**src/rtl/iq_src_arbiter.sv**
```systemverilog
// Frame-granular round-robin arbiter sharing one FIFO-style IQ read port between sources A and B.
// Define IQ_ARB_TIMEOUT_EN to abort a grant after TIMEOUT consecutive starved cycles.
module iq_src_arbiter #(
  parameter int unsigned FRAME_LEN = 64,
  parameter int unsigned TIMEOUT   = 256
) (
  input  logic        clock,
  input  logic        reset,
  input  logic        enable,
  input  logic        a_empty,
  output logic        a_rd_en,
  input  logic [31:0] a_dout,
  input  logic        b_empty,
  output logic        b_rd_en,
  input  logic [31:0] b_dout,
  output logic        iq_empty,
  input  logic        iq_rd_en,
  output logic [31:0] iq_dout,
  output logic        src_sel,
  output logic        frame_start,
  output logic        frame_done,
  output logic        frame_abort,
  output logic [15:0] frames_a,
  output logic [15:0] frames_b
);

  if (FRAME_LEN < 1 || FRAME_LEN > 65535 || TIMEOUT < 1) begin : g_param_check
    $error("iq_src_arbiter: FRAME_LEN or TIMEOUT out of range");
  end

  typedef enum logic [1:0] {IDLE, GNT_A, GNT_B} state_t;

  localparam logic [15:0] LAST_IDX = 16'(FRAME_LEN - 1);

  state_t      state_reg;
  logic [15:0] word_cnt_reg;
  logic        last_reg;          // 0 = A served last, 1 = B served last
  logic        src_sel_reg;
  logic        frame_start_reg;
  logic        frame_done_reg;
  logic [15:0] frames_a_reg;
  logic [15:0] frames_b_reg;

  logic gnt_empty;
  logic accept;
  logic starve_hit;

  // Passthrough is purely combinational from the grant state, so an async reset drops it at once.
  assign gnt_empty = (state_reg == GNT_B) ? b_empty : a_empty;
  assign iq_empty  = (state_reg == IDLE) || gnt_empty;
  assign a_rd_en   = (state_reg == GNT_A) && iq_rd_en && !a_empty;
  assign b_rd_en   = (state_reg == GNT_B) && iq_rd_en && !b_empty;
  assign accept    = iq_rd_en && !iq_empty;

  always_comb begin
    iq_dout = '0;
    if (state_reg == GNT_A)      iq_dout = a_dout;
    else if (state_reg == GNT_B) iq_dout = b_dout;
  end

`ifdef IQ_ARB_TIMEOUT_EN
  localparam int unsigned STARVE_W = $clog2(TIMEOUT + 1);

  logic [STARVE_W-1:0] starve_cnt_reg;
  logic                frame_abort_reg;

  assign starve_hit = (state_reg != IDLE) && gnt_empty &&
                      (starve_cnt_reg == STARVE_W'(TIMEOUT - 1));

  always_ff @(posedge clock or negedge reset) begin
    if (!reset) begin
      starve_cnt_reg  <= '0;
      frame_abort_reg <= 1'b0;
    end else begin
      frame_abort_reg <= starve_hit;
      if (state_reg == IDLE || !gnt_empty || starve_hit)
        starve_cnt_reg <= '0;
      else
        starve_cnt_reg <= starve_cnt_reg + 1'b1;
    end
  end

  assign frame_abort = frame_abort_reg;
`else
  assign starve_hit  = 1'b0;
  assign frame_abort = 1'b0;
`endif

  always_ff @(posedge clock or negedge reset) begin
    if (!reset) begin
      state_reg       <= IDLE;
      word_cnt_reg    <= '0;
      last_reg        <= 1'b1;
      src_sel_reg     <= 1'b0;
      frame_start_reg <= 1'b0;
      frame_done_reg  <= 1'b0;
      frames_a_reg    <= '0;
      frames_b_reg    <= '0;
    end else begin
      frame_start_reg <= 1'b0;
      frame_done_reg  <= 1'b0;
      case (state_reg)
        IDLE: begin
          if (enable && (!a_empty || !b_empty)) begin
            // A wins when it is the only candidate or when B was served last.
            if (!a_empty && (b_empty || last_reg)) begin
              state_reg   <= GNT_A;
              last_reg    <= 1'b0;
              src_sel_reg <= 1'b0;
            end else begin
              state_reg   <= GNT_B;
              last_reg    <= 1'b1;
              src_sel_reg <= 1'b1;
            end
            word_cnt_reg    <= '0;
            frame_start_reg <= 1'b1;
          end
        end
        default: begin
          if (accept) begin
            word_cnt_reg <= word_cnt_reg + 16'd1;
            if (word_cnt_reg == LAST_IDX) begin
              state_reg      <= IDLE;
              frame_done_reg <= 1'b1;
              if (state_reg == GNT_B) frames_b_reg <= frames_b_reg + 16'd1;
              else                    frames_a_reg <= frames_a_reg + 16'd1;
            end
          end else if (starve_hit) begin
            state_reg    <= IDLE;
            word_cnt_reg <= '0;
            last_reg     <= (state_reg == GNT_B);
          end
        end
      endcase
    end
  end

  assign src_sel     = src_sel_reg;
  assign frame_start = frame_start_reg;
  assign frame_done  = frame_done_reg;
  assign frames_a    = frames_a_reg;
  assign frames_b    = frames_b_reg;

endmodule
```
**config.mk**
```make
export PLATFORM = sky130hd
export DESIGN_NAME = iq_src_arbiter
export DESIGN_NICKNAME = d
export VERILOG_FILES = /design/src/rtl/iq_src_arbiter.sv
export SDC_FILE = /design/constraint.sdc
export NUM_CORES = 1
export LEC_CHECK = 0
export ABC_AREA = 1
export CAP_MARGIN = 20
export CORE_MARGIN = 5
export CORE_UTILIZATION = 45
export DETAILED_ROUTE_END_ITERATION = 6
export PLACE_DENSITY = 0.9
export SLEW_MARGIN = 20
export SYNTH_ARGS = -nofsm -noshare
export SYNTH_HDL_FRONTEND = slang
export SYNTH_SLANG_ARGS = --single-unit
```
**constraint.sdc**
```tcl
create_clock -name clock -period 1.8 [get_ports clock]
set_input_delay 0.54 -clock clock [delete_from_list [all_inputs] [get_ports clock]]
set_output_delay 0.54 -clock clock [all_outputs]
set_load 0.01 [all_outputs]
```
==> flow_summary.yaml, run 1 <==
yosys:
  synthesized_nets: 647
  sequential_area_share_after_synthesis_pct: 36.6
  yosysUniqueCellTypes: 31
  share_of_the_synthesized_area_in_the_top_cell_type_pct: 35.8
  synth.area.top_cells: "sky130_fd_sc_hd__dfrtp_1 (36%), sky130_fd_sc_hd__nand2_1 (27%), sky130_fd_sc_hd__nand3_1 (9.1%)"
  most_frequently_used_flop_master_after_synthesis: "sky130_fd_sc_hd__dfrtp_1"
  synth.cell_area_sq_mm: 0.00370
  synth-warning-count: 0
  netlist.top_cell.by_area: "sky130_fd_sc_hd__dfrtp_1"
  synthTopCellsByCount: "sky130_fd_sc_hd__nand2_1 (263), sky130_fd_sc_hd__nand3_1 (67), sky130_fd_sc_hd__nor2_1 (56)"
  synthMostInstantiatedCell: "sky130_fd_sc_hd__nand2_1"
  synth-seq-cells: 54
  syn-instance-count: 574
  synthArstFlopShare_pct: 100
  synth_edf_count: 0
  syn_avg_cell_area_sq_um: 6.45
routing:
  detail_route.first_pass.iterations: 5
  route.detailed.vias_per_inst: 5.35
  wl_per_cell_um: 16.0
  detail_route.drc_violations: 0
  route.final.wire_length_um: 14100
  routed-via-count: 4711
  ant_nets: 0
  drt_first_iter_violations: 388
sta:
  hold_violations: 0
  final.min_clock_period_ns: 2.06
  timing.final.max_slew_violations: 0
  fmaxAchievable_ghz: 0.485
  clock_skew_ns: 0.0110
  worst_slack_ns: -0.261
  timing.final.setup_violations: 35
  final.period_utilization_pct: 115
  setup_repair_after_global_routing_missed_its_margin: "yes"
  timing.setup.tns_ns: -6.24
  timing.hold.ws_ns: 0.210
clock_tree:
  clk_pin_slew_worst_paths_ns: 0.09
  cts_buffers: 5
  clkSinkCount: 54
  cts_root_buffer: "sky130_fd_sc_hd__clkbuf_8"
  worstSkewPairLatency_ns: 0.31
  cts.htree.levels: 2
  tritoncts_clock_tree: "yes"
  ctsLongestPathBuffers: 2
setup_path:
  timing.critical_path.mode_cell: "sky130_fd_sc_hd__buf_6"
  worst_setup_path_end_kind: "output pin"
  path_max_fanout: 7
  slowest_stage: "sky130_fd_sc_hd__dfrtp_1"
  highest_cell_delay_on_the_worst_timing_path_ns: 0.38
  arrival_ns: 1.52
  critical_path_class: "reg2out"
  cp-start-kind: "flip-flop"
  critical_path_required_ns: 1.26
  critical_path_cell_sequence: "inv_2 > nor2_4 > buf_6 > buf_12 > buf_6 > nand2_2 > nand2_1 > buf_2"
floorplan:
  design.die.area_sq_mm: 0.0101
  dieWidth_um: 101
  top_level_ports: 141
  start_util_pct: 45.7
  design.core.area_sq_mm: 0.00809
  rows: 33
  die_y_um: 101
finish:
  area.growth.synth_to_final_pct: 65.7
  finish.net_count: 846
  post_layout_nonfiller_instances: 880
  final.fill_count: 585
  post_route_cells_drive_above_1_share_pct: 23.1
power:
  static-leakage-power_nw: 3.26
  finalPower_mw: 2.50
  max-vdd-ir-drop_v: 0.000281
  power_density_mw_per_mm2: 408
global_route:
  track_usage_pct: 25.5
  antenna_found_initial: 1
  pin_count_of_the_biggest_net_entering_global_routing: 55
  grt_remaining_overflow: 0
  grt_pass1_wl_um: 20800
  grt_pass1_vias: 4521
outcome:
  failing_checks: "negative setup slack"
  outcome: "finished, violations left"
place:
  gpl.final_weighted_congestion: 0.837
  number_of_cells_after_detailed_placement: 826
  port_buffers: 139
  hpwlAfterDp_um: 9030
job:
  drv_cap: 0
hold_path:
  hold_class: "in2async"
[path summary, 6_finish.rpt]
check,start,to,slack [ns],depth (start not counted)
max in group asynchronous,reset,last_reg$_DFFE_PN1P_,1.30,2
setup / recovery,state_reg[1]$_DFFE_PN0P_,iq_dout[28],-0.26,8
setup reg to reg,state_reg[0]$_DFFE_PN0P_,frames_b[12]$_DFFE_PN0P_,0.02,12
min in group clock,last_reg$_DFFE_PN1P_,last_reg$_DFFE_PN1P_,0.47,2
hold reg to reg,last_reg$_DFFE_PN1P_,last_reg$_DFFE_PN1P_,0.47,2
hold / removal,reset,frames_a[1]$_DFFE_PN0P_,0.21,2
[report_power, final]
group | switching (mW) | internal [mW]
sequential | 0.0558 | 1.25
clock | 0.397 | 0.312
combinational | 0.211 | 0.269
[per-stage QoR]
stage | worst slack [ns] | utilization, % | area, sq um
6_report | -0.261 | 75.7 | 6130
5_1_grt | -0.340 | 75.7 | 6130
4_1_cts | -0.229 | 73.3 | 5930
3_5_place_dp | -0.650 | 66.4 | 5380
3_3_place_gp | -0.627 | 66.4 | 5380
2_1_floorplan | 0.0588 | - | 3700
[cell usage in the layout, fill, tap and decap left out, types with 3 or more instances in the layout]
cell type                         count
sky130_fd_sc_hd__a21oi_1              6
sky130_fd_sc_hd__buf_12               9
sky130_fd_sc_hd__buf_16               3
sky130_fd_sc_hd__buf_2               22
sky130_fd_sc_hd__buf_4               44
sky130_fd_sc_hd__buf_6               24
sky130_fd_sc_hd__clkbuf_8             6
sky130_fd_sc_hd__clkdlybuf4s50_1     79
sky130_fd_sc_hd__dfrtp_1             44
sky130_fd_sc_hd__dfrtp_2              9
sky130_fd_sc_hd__dlygate4sd2_1       13
sky130_fd_sc_hd__dlymetal6s2s_1      11
sky130_fd_sc_hd__ha_1                 3
sky130_fd_sc_hd__inv_1               37
sky130_fd_sc_hd__inv_2                4
sky130_fd_sc_hd__nand2_1            234
sky130_fd_sc_hd__nand2_2             28
sky130_fd_sc_hd__nand2_4              6
sky130_fd_sc_hd__nand3_1             64
sky130_fd_sc_hd__nand3b_1             8
sky130_fd_sc_hd__nand4_1             10
sky130_fd_sc_hd__nor2_1              54
sky130_fd_sc_hd__nor2_2               4
sky130_fd_sc_hd__nor2_4               5
sky130_fd_sc_hd__o21ai_0              9
sky130_fd_sc_hd__xnor2_1              5
sky130_fd_sc_hd__xor2_1              11
[per-layer routing]
layer  global-route usage [%]  part of all wire [%]  wire, um  up-vias
met4                     9.64                   4.4       618        0
met3                     4.71                   7.7      1090       59
met2                     48.9                    53      7470      281
met5                        0                     0         0        -
met1                     27.2                    35      4940     2169
li1                         -                     -         -     2202
[final cells by class]
| cell class | instances | area [sq um] | area share, % |
|---|---|---|---|
| repair buffers | 208 | 2100 | 34.2 |
| well taps | 105 | 131 | 2.14 |
| multi-input cells | 462 | 2270 | 37.1 |
| clock buffers | 7 | 86.3 | 1.41 |
| inverters | 42 | 170 | 2.78 |
| clock inverters | 1 | 5.00 | 0.0816 |
| flip-flops and latches | 54 | 1360 | 22.2 |
| diodes | 1 | 2.50 | 0.0408 |
[worst max-delay path, delay by kind of cell (launching register included)]
kind | cells | cell delay, ns
simple gates | 3 | 0.25
buf+inv | 5 | 0.58
flops | 1 | 0.38
[what timing repair did]
item | in CTS | in global routing
hold buffers | 0 | 0
cloned | 6 | 1
pin swaps | 5 | 9
gates resized for setup | 219 | 50
buffers inserted | 35 | 5
endpoints found under the setup margin | 66 | 73
[cells by family after synthesis]
family	after synthesis	share of synthesized area, %
other	1	0.101
AO/OA/AOI/OAI	17	2.33
AND/OR/NAND/NOR	424	49.5
buffers and inverters	59	6.73
XOR/XNOR	16	3.79
flip-flops	54	36.6
adder cells (fa/ha/maj)	3	1.01
Note: power is estimated with default switching activity, not from simulation.
==> run 2, diff against run 1 <==
CORE_UTILIZATION = 35   (was 45)
PLACE_DENSITY = 0.74   (was 0.9)
clock period = 2.21 ns   (was 1.8 ns; I/O delays follow)
==> run 2 against run 1 <==
Compared with the run above:
- the run now ends clean
- cell count decreased by 1.6%
- core utilization fell by 23 points
- total power down 17%
- worst hold slack better by 0.060 ns
- final area shrank 11%
- flip-flop and latch count unchanged
- die area rose by 26%
- register-to-register slack better by 0.22 ns
- combinational power decreased by 29%
- global-route usage shrank 7.3 points
- clock skew shrank 0.0022 ns
- sequential share of layout area up 2.5 points
==> flow_summary.yaml, run 2 (synthesized netlist as in run 1, its figures left out) <==
routing:
  route.final.wire_length_um: 11600
  routed-via-count: 4198
  wl_per_cell_um: 13.3
  drt_first_iter_violations: 244
  detail_route.first_pass.iterations: 4
  detail_route.drc_violations: 0
  route.detailed.vias_per_inst: 4.85
  ant_nets: 0
place:
  number_of_cells_after_detailed_placement: 854
  hpwlAfterDp_um: 9040
  port_buffers: 139
  dp_slack_ns: -0.464
  place_area_sq_mm: 0.00541
  gpl.final_weighted_congestion: 0.857
hold_path:
  hold_class: "in2async"
clock_tree:
  cts_root_buffer: "sky130_fd_sc_hd__clkbuf_8"
  tritoncts_clock_tree: "yes"
  cts_buffers: 5
  cts.htree.levels: 2
  clk_pin_slew_worst_paths_ns: 0.10
  clkSinkCount: 54
  worstSkewPairLatency_ns: 0.31
  ctsLongestPathBuffers: 2
  hold_buffers: 0
finish:
  area.growth.synth_to_final_pct: 47.4
  layout_commonest_cell: "sky130_fd_sc_hd__nand2_1"
  antenna_cells_inserted: 0
  most-common-layout-cells: "sky130_fd_sc_hd__nand2_1 (262), sky130_fd_sc_hd__clkdlybuf4s50_1 (100), sky130_fd_sc_hd__nand3_1 (66)"
  layout.cell_area.non_filler_sq_mm: 0.00545
  post_layout_nonfiller_instances: 866
  final.fill_count: 985
  finish.net_count: 802
  finalCoreUtilization_pct: 52.8
  post_route_cells_drive_above_1_share_pct: 12.7
sta:
  final.period_utilization_pct: 98.7
  setup_repair_after_global_routing_missed_its_margin: "yes"
  timing.setup.tns_ns: 0
  hold_violations: 0
  worst-slew-pin-transition_ns: 0.543
  slew_headroom_pct: 63.7
  final.min_clock_period_ns: 2.18
  timing.final.setup_violations: 0
  fmaxAchievable_ghz: 0.458
  timing.hold.ws_ns: 0.269
  timing.final.max_slew_violations: 0
  worst_slack_ns: 0.0282
  clock_skew_ns: 0.00887
setup_path:
  worstSetupStartpoint: "a_dout[23]"
  cp.buffers_inverters: 2
  worst_setup_path_end_kind: "output pin"
  arrival_ns: 1.52
  cp_top_family: "buffers and inverters"
  path_max_fanout: 1
  reg2reg_setup_slack_ns: 0.24
  highest_cell_delay_on_the_worst_timing_path_ns: 0.46
  worst_r2r_path_depth: 8
  critical_path_required_ns: 1.55
  regToRegStartpoint: "state_reg[0]$_DFFE_PN0P_"
  cp-start-kind: "input pin"
  critical_path_class: "in2out"
  slowest_stage: "sky130_fd_sc_hd__clkdlybuf4s50_1"
  critical_path_cell_sequence: "clkdlybuf4s50_1 > nand3_1 > nand2_1 > clkdlybuf4s15_2"
  reg2reg_to: "word_cnt_reg[6]$_DFFE_PN0P_"
job:
  drv_cap: 0
global_route:
  grt_pass1_wl_um: 19300
  pin_count_of_the_biggest_net_entering_global_routing: 40
  grt_pass1_vias: 4130
  grt_remaining_overflow: 0
  antenna_found_initial: 0
  use_met1_pct: 21.2
  globalRouteMet3Util_pct: 5.08
  met2_global_route_usage_pct: 33.5
  globalRoute.busiestLayer: "met2"
  track_usage_pct: 18.2
floorplan:
  rows: 37
  dieWidth_um: 113
  start_util_pct: 35.8
  design.die.area_sq_mm: 0.0127
  design.core.area_sq_mm: 0.0103
  die_y_um: 113
  top_level_ports: 141
power:
  max-vdd-ir-drop_v: 0.000265
  static-leakage-power_nw: 2.75
  power_density_mw_per_mm2: 380
  finalPower_mw: 2.07
outcome:
  outcome: "finished clean"
[run 2: cell types whose count changed in the layout (fill, tap and decap cells not counted), sizes merged, moves of 3 or more]
| cell | change |
|---|---|
| dlygate4sd2 | -11 |
| clkdlybuf4s15 | +3 |
| clkdlybuf4s50 | +21 |
| clkbuf | +28 |
| dlymetal6s2s | -10 |
| buf | -75 |
[run 2: area by class of cell]
cell class	count	area [sq um]	share of cell area, %
multi-input cells	461	2120	38.8
well taps	136	170	3.12
inverters	42	158	2.89
clock buffers	5	68.8	1.26
flip-flops and latches	54	1350	24.8
repair buffers	165	1550	28.4
clock inverters	3	40.0	0.734
[run 2: worst max-delay path by stage]
stage | cells past startpoint | to | slack [ns]
2_1_floorplan | 5 | iq_dout[10] | 0.35
4_1_cts | 4 | iq_dout[18] | 0.0002
3_3_place_gp | 6 | iq_empty | -0.47
3_5_place_dp | 6 | iq_empty | -0.46
6_report | 4 | iq_dout[23] | 0.03
5_1_grt | 5 | b_rd_en | -0.02
[run 2: repair_timing]
item,in CTS,in global routing
buffers inserted,3,0
setup endpoints to repair,35,33
pin swaps,1,2
resized for setup,74,43
cloned,2,0
[run 2: metal layers]
metal / part of all wire [%] / routed length, um / up-vias
li1: - / - / 2105
met5: 0 / 0 / -
met1: 40 / 4590 / 1913
met3: 8.6 / 1000 / 8
met4: 0.65 / 75 / 0
met2: 51 / 5890 / 172
[run 2: report_power, final]
group / total [mW] / internal [mW] / switching [mW]
Clock: 0.667 / 0.334 / 0.332
Combinational: 0.339 / 0.192 / 0.147
Sequential: 1.06 / 1.02 / 0.0429
==> run 3, diff against run 2 <==
ABC_AREA = default   (was 1)
CORE_UTILIZATION = 41   (was 35)
PLACE_DENSITY = 0.88   (was 0.74)
RECOVER_POWER = 100   (was default)
==> run 3 against run 2 <==
Compared with the run above:
- fmax shrank 2.6%
- largest cell class is now non-clock buffers
- first-iteration DRC count shrank 39%
- the run now ends with negative setup slack left
- synthesized cell count decreased by 48%
==> flow_summary.yaml, run 3 <==
finish:
  final.fill_count: 553
  post_route_cells_drive_above_1_share_pct: 17.9
  antenna_cells_inserted: 0
  sequential_cell_area_sq_mm: 0.00135
  most-common-layout-cells: "sky130_fd_sc_hd__clkdlybuf4s50_1 (65), sky130_fd_sc_hd__dfrtp_1 (53), sky130_fd_sc_hd__dlygate4sd3_1 (35)"
  multi_input_area_sq_mm: 0.00149
  layout_commonest_cell: "sky130_fd_sc_hd__clkdlybuf4s50_1"
  finish.net_count: 536
  area.growth.synth_to_final_pct: 58.1
  layout.cell_area.non_filler_sq_mm: 0.00469
power:
  pwr-share-seq_pct: 51.2
  power.switching_fraction_pct: 24.6
  switchingPower_mw: 0.504
  max-vdd-ir-drop_v: 0.000277
  finalPower_mw: 2.04
  power_frac_clock_pct: 33.8
  power_density_mw_per_mm2: 436
  static-leakage-power_nw: 2.24
  relative_contribution_of_combinational_cells_to_total_power_pct: 15.0
  cellInternalPower_mw: 1.54
yosys:
  yosys-mux-area-fraction_pct: 0.886
  most_frequently_used_flop_master_after_synthesis: "sky130_fd_sc_hd__dfrtp_1"
  synth_adder_area_share_pct: 1.27
  synthArstFlopShare_pct: 100
  synth-compound-area-share_pct: 17.6
  synth_xor_xnor_area_share_pct: 9.16
  synth.cell_area_sq_mm: 0.00297
  syn_avg_cell_area_sq_um: 10.0
  synthesized_nets: 369
  synth_edf_count: 0
  synthSimpleGateAreaFrac_pct: 21.5
  sequential_area_share_after_synthesis_pct: 45.6
  synth-warning-count: 0
  synth.area.top_cells: "sky130_fd_sc_hd__dfrtp_1 (45%), sky130_fd_sc_hd__a22o_1 (10%), sky130_fd_sc_hd__xnor2_1 (5.9%)"
  synthMostInstantiatedCell: "sky130_fd_sc_hd__dfrtp_1"
  share_of_the_synthesized_area_in_the_top_cell_type_pct: 44.7
  syn-instance-count: 296
  netlist.top_cell.by_area: "sky130_fd_sc_hd__dfrtp_1"
  yosysUniqueCellTypes: 44
  synth-seq-cells: 54
  main_combinational_cell_family_by_area_after_synthesis: "simple AND/OR/NAND/NOR gates"
  synthTopCellsByCount: "sky130_fd_sc_hd__dfrtp_1 (53), sky130_fd_sc_hd__a22o_1 (34), sky130_fd_sc_hd__nand2_1 (23)"
outcome:
  failing_checks: "negative setup slack"
  outcome: "finished, violations left"
clock_tree:
  worstSkewPairLatency_ns: 0.32
  cts_buffers: 5
  clk_pin_slew_worst_paths_ns: 0.10
  tritoncts_clock_tree: "yes"
  clkSinkCount: 54
  ctsLongestPathBuffers: 2
  cts.htree.levels: 2
  cts_root_buffer: "sky130_fd_sc_hd__clkbuf_8"
routing:
  detail_route.drc_violations: 0
  ant_nets: 0
  route.detailed.vias_per_inst: 5.29
  routed-via-count: 2979
  drt_first_iter_violations: 149
  wl_per_cell_um: 17.3
  route.final.wire_length_um: 9770
  detail_route.first_pass.iterations: 4
sta:
  fmaxAchievable_ghz: 0.446
  final.period_utilization_pct: 101
  clock_skew_ns: 0.0110
  setup_repair_after_global_routing_missed_its_margin: "yes"
  worst_slack_ns: -0.0298
  worst-slew-pin-transition_ns: 0.924
  timing.final.max_slew_violations: 0
  timing.hold.ws_ns: 0.283
  final.min_clock_period_ns: 2.24
  timing.final.setup_violations: 16
  hold_violations: 0
  slew_headroom_pct: 38.4
setup_path:
  critical_path_required_ns: 1.55
  path_max_fanout: 8
  cp-start-kind: "flip-flop"
  worst_setup_path_end_kind: "output pin"
  critical_path_class: "reg2out"
  arrival_ns: 1.58
floorplan:
  start_util_pct: 41.5
  design.core.area_sq_mm: 0.00714
  die_y_um: 95.0
  rows: 31
  top_level_ports: 141
  design.die.area_sq_mm: 0.00903
  dieWidth_um: 95.0
global_route:
  antenna_found_initial: 0
  grt_pass1_wl_um: 14800
  grt_pass1_vias: 2940
  track_usage_pct: 20.9
  grt_remaining_overflow: 0
  pin_count_of_the_biggest_net_entering_global_routing: 30
hold_path:
  hold_class: "in2async"
place:
  hpwlAfterDp_um: 7550
  port_buffers: 139
  gpl.final_weighted_congestion: 0.883
  place_area_sq_mm: 0.00462
job:
  drv_cap: 0
run 3: cell count changes after synthesis, moves of 7 or more:
cell,before,now
sky130_fd_sc_hd__inv_1,40,6
sky130_fd_sc_hd__and3_1,0,10
sky130_fd_sc_hd__nand3b_1,8,1
sky130_fd_sc_hd__xnor2_1,5,20
sky130_fd_sc_hd__nor2_1,56,19
sky130_fd_sc_hd__nand3_1,67,18
sky130_fd_sc_hd__a22o_1,0,34
sky130_fd_sc_hd__nand2_1,263,23
run 3: power groups by stage:
stage / clock network [mW] / logic (mW) / registers (mW)
after floorplan: 0 / 0.116 / 1.05
after global placement: 0 / 0.329 / 1.06
after detailed placement: 0 / 0.340 / 1.07
after CTS: 0.705 / 0.314 / 1.05
after global routing: 0.736 / 0.330 / 1.06
final: 0.690 / 0.307 / 1.05
run 3: worst max-delay path, cell delays in order (launching register included):
cell and delay (ns):
sky130_fd_sc_hd__dfrtp_1 0.42, sky130_fd_sc_hd__inv_1 0.13, sky130_fd_sc_hd__nor2_4 0.06, sky130_fd_sc_hd__buf_4 0.14
sky130_fd_sc_hd__clkbuf_16 0.15, sky130_fd_sc_hd__a22o_1 0.23, sky130_fd_sc_hd__buf_2 0.14
run 3: cell families (layout without fill, tap and decap cells):
group	count (synthesis)	in the layout
flops	54	54
compound gates	72	72
other cells	1	1
mux	2	2
xor+xnor	31	31
buf+inv	22	190
fa+ha+maj	3	3
simple gates	111	111
run 3: stage by stage:
step	TNS, ns	worst slack [ns]	util, %	std cells
floorplan	0	0.106	-	296
global placement	-18.00	-0.417	64.7	542
detailed placement	-20.45	-0.415	64.7	542
CTS	-0.129	-0.0451	65.8	558
global route	-1.85	-0.0953	65.7	563
finish	-0.213	-0.0298	65.7	563
run 3: repair_timing:
action / CTS / global route
endpoints found under the setup margin: 46 / 21
pin swaps: 2 / 2
resized for setup: 149 / 8
gates cloned: 1 / 1
hold endpoints to repair: 0 / 0
buffers inserted: 8 / 4
hold buffers: 0 / 0
run 3: area by class of cell:
| cell class | count | share of cell area, % |
|---|---|---|
| timing repair buffer | 176 | 33.9 |
| multi-input combinational | 220 | 31.7 |
| sequential | 54 | 28.8 |
| tap | 99 | 2.64 |
| clock buffer | 5 | 1.47 |
| clock inverter | 3 | 1.04 |
| inverter | 6 | 0.480 |
run 3: final timing paths:
check,from,end,slack [ns],depth (start not counted)
min in group clock,frames_a[11]$_DFFE_PN0P_,frames_a[11]$_DFFE_PN0P_,0.49,1
max in group asynchronous,reset,state_reg[1]$_DFFE_PN0P_,0.70,2
worst max register to register,state_reg[0]$_DFFE_PN0P_,frames_a[15]$_DFFE_PN0P_,0.06,7
worst min-delay path,reset,frames_a[13]$_DFFE_PN0P_,0.28,1
worst max-delay path,state_reg[0]$_DFFE_PN0P_,iq_dout[2],-0.03,6
worst min register to register,frames_a[11]$_DFFE_PN0P_,frames_a[11]$_DFFE_PN0P_,0.49,1
run 3: metal layers:
layer	up-vias	track usage [%]	part of all wire, %
met4	0	5.29	1.7
met1	1433	24.3	38
met2	101	37.2	52
met3	15	6.47	7.9
met5	-	0	0
li1	1430	-	-
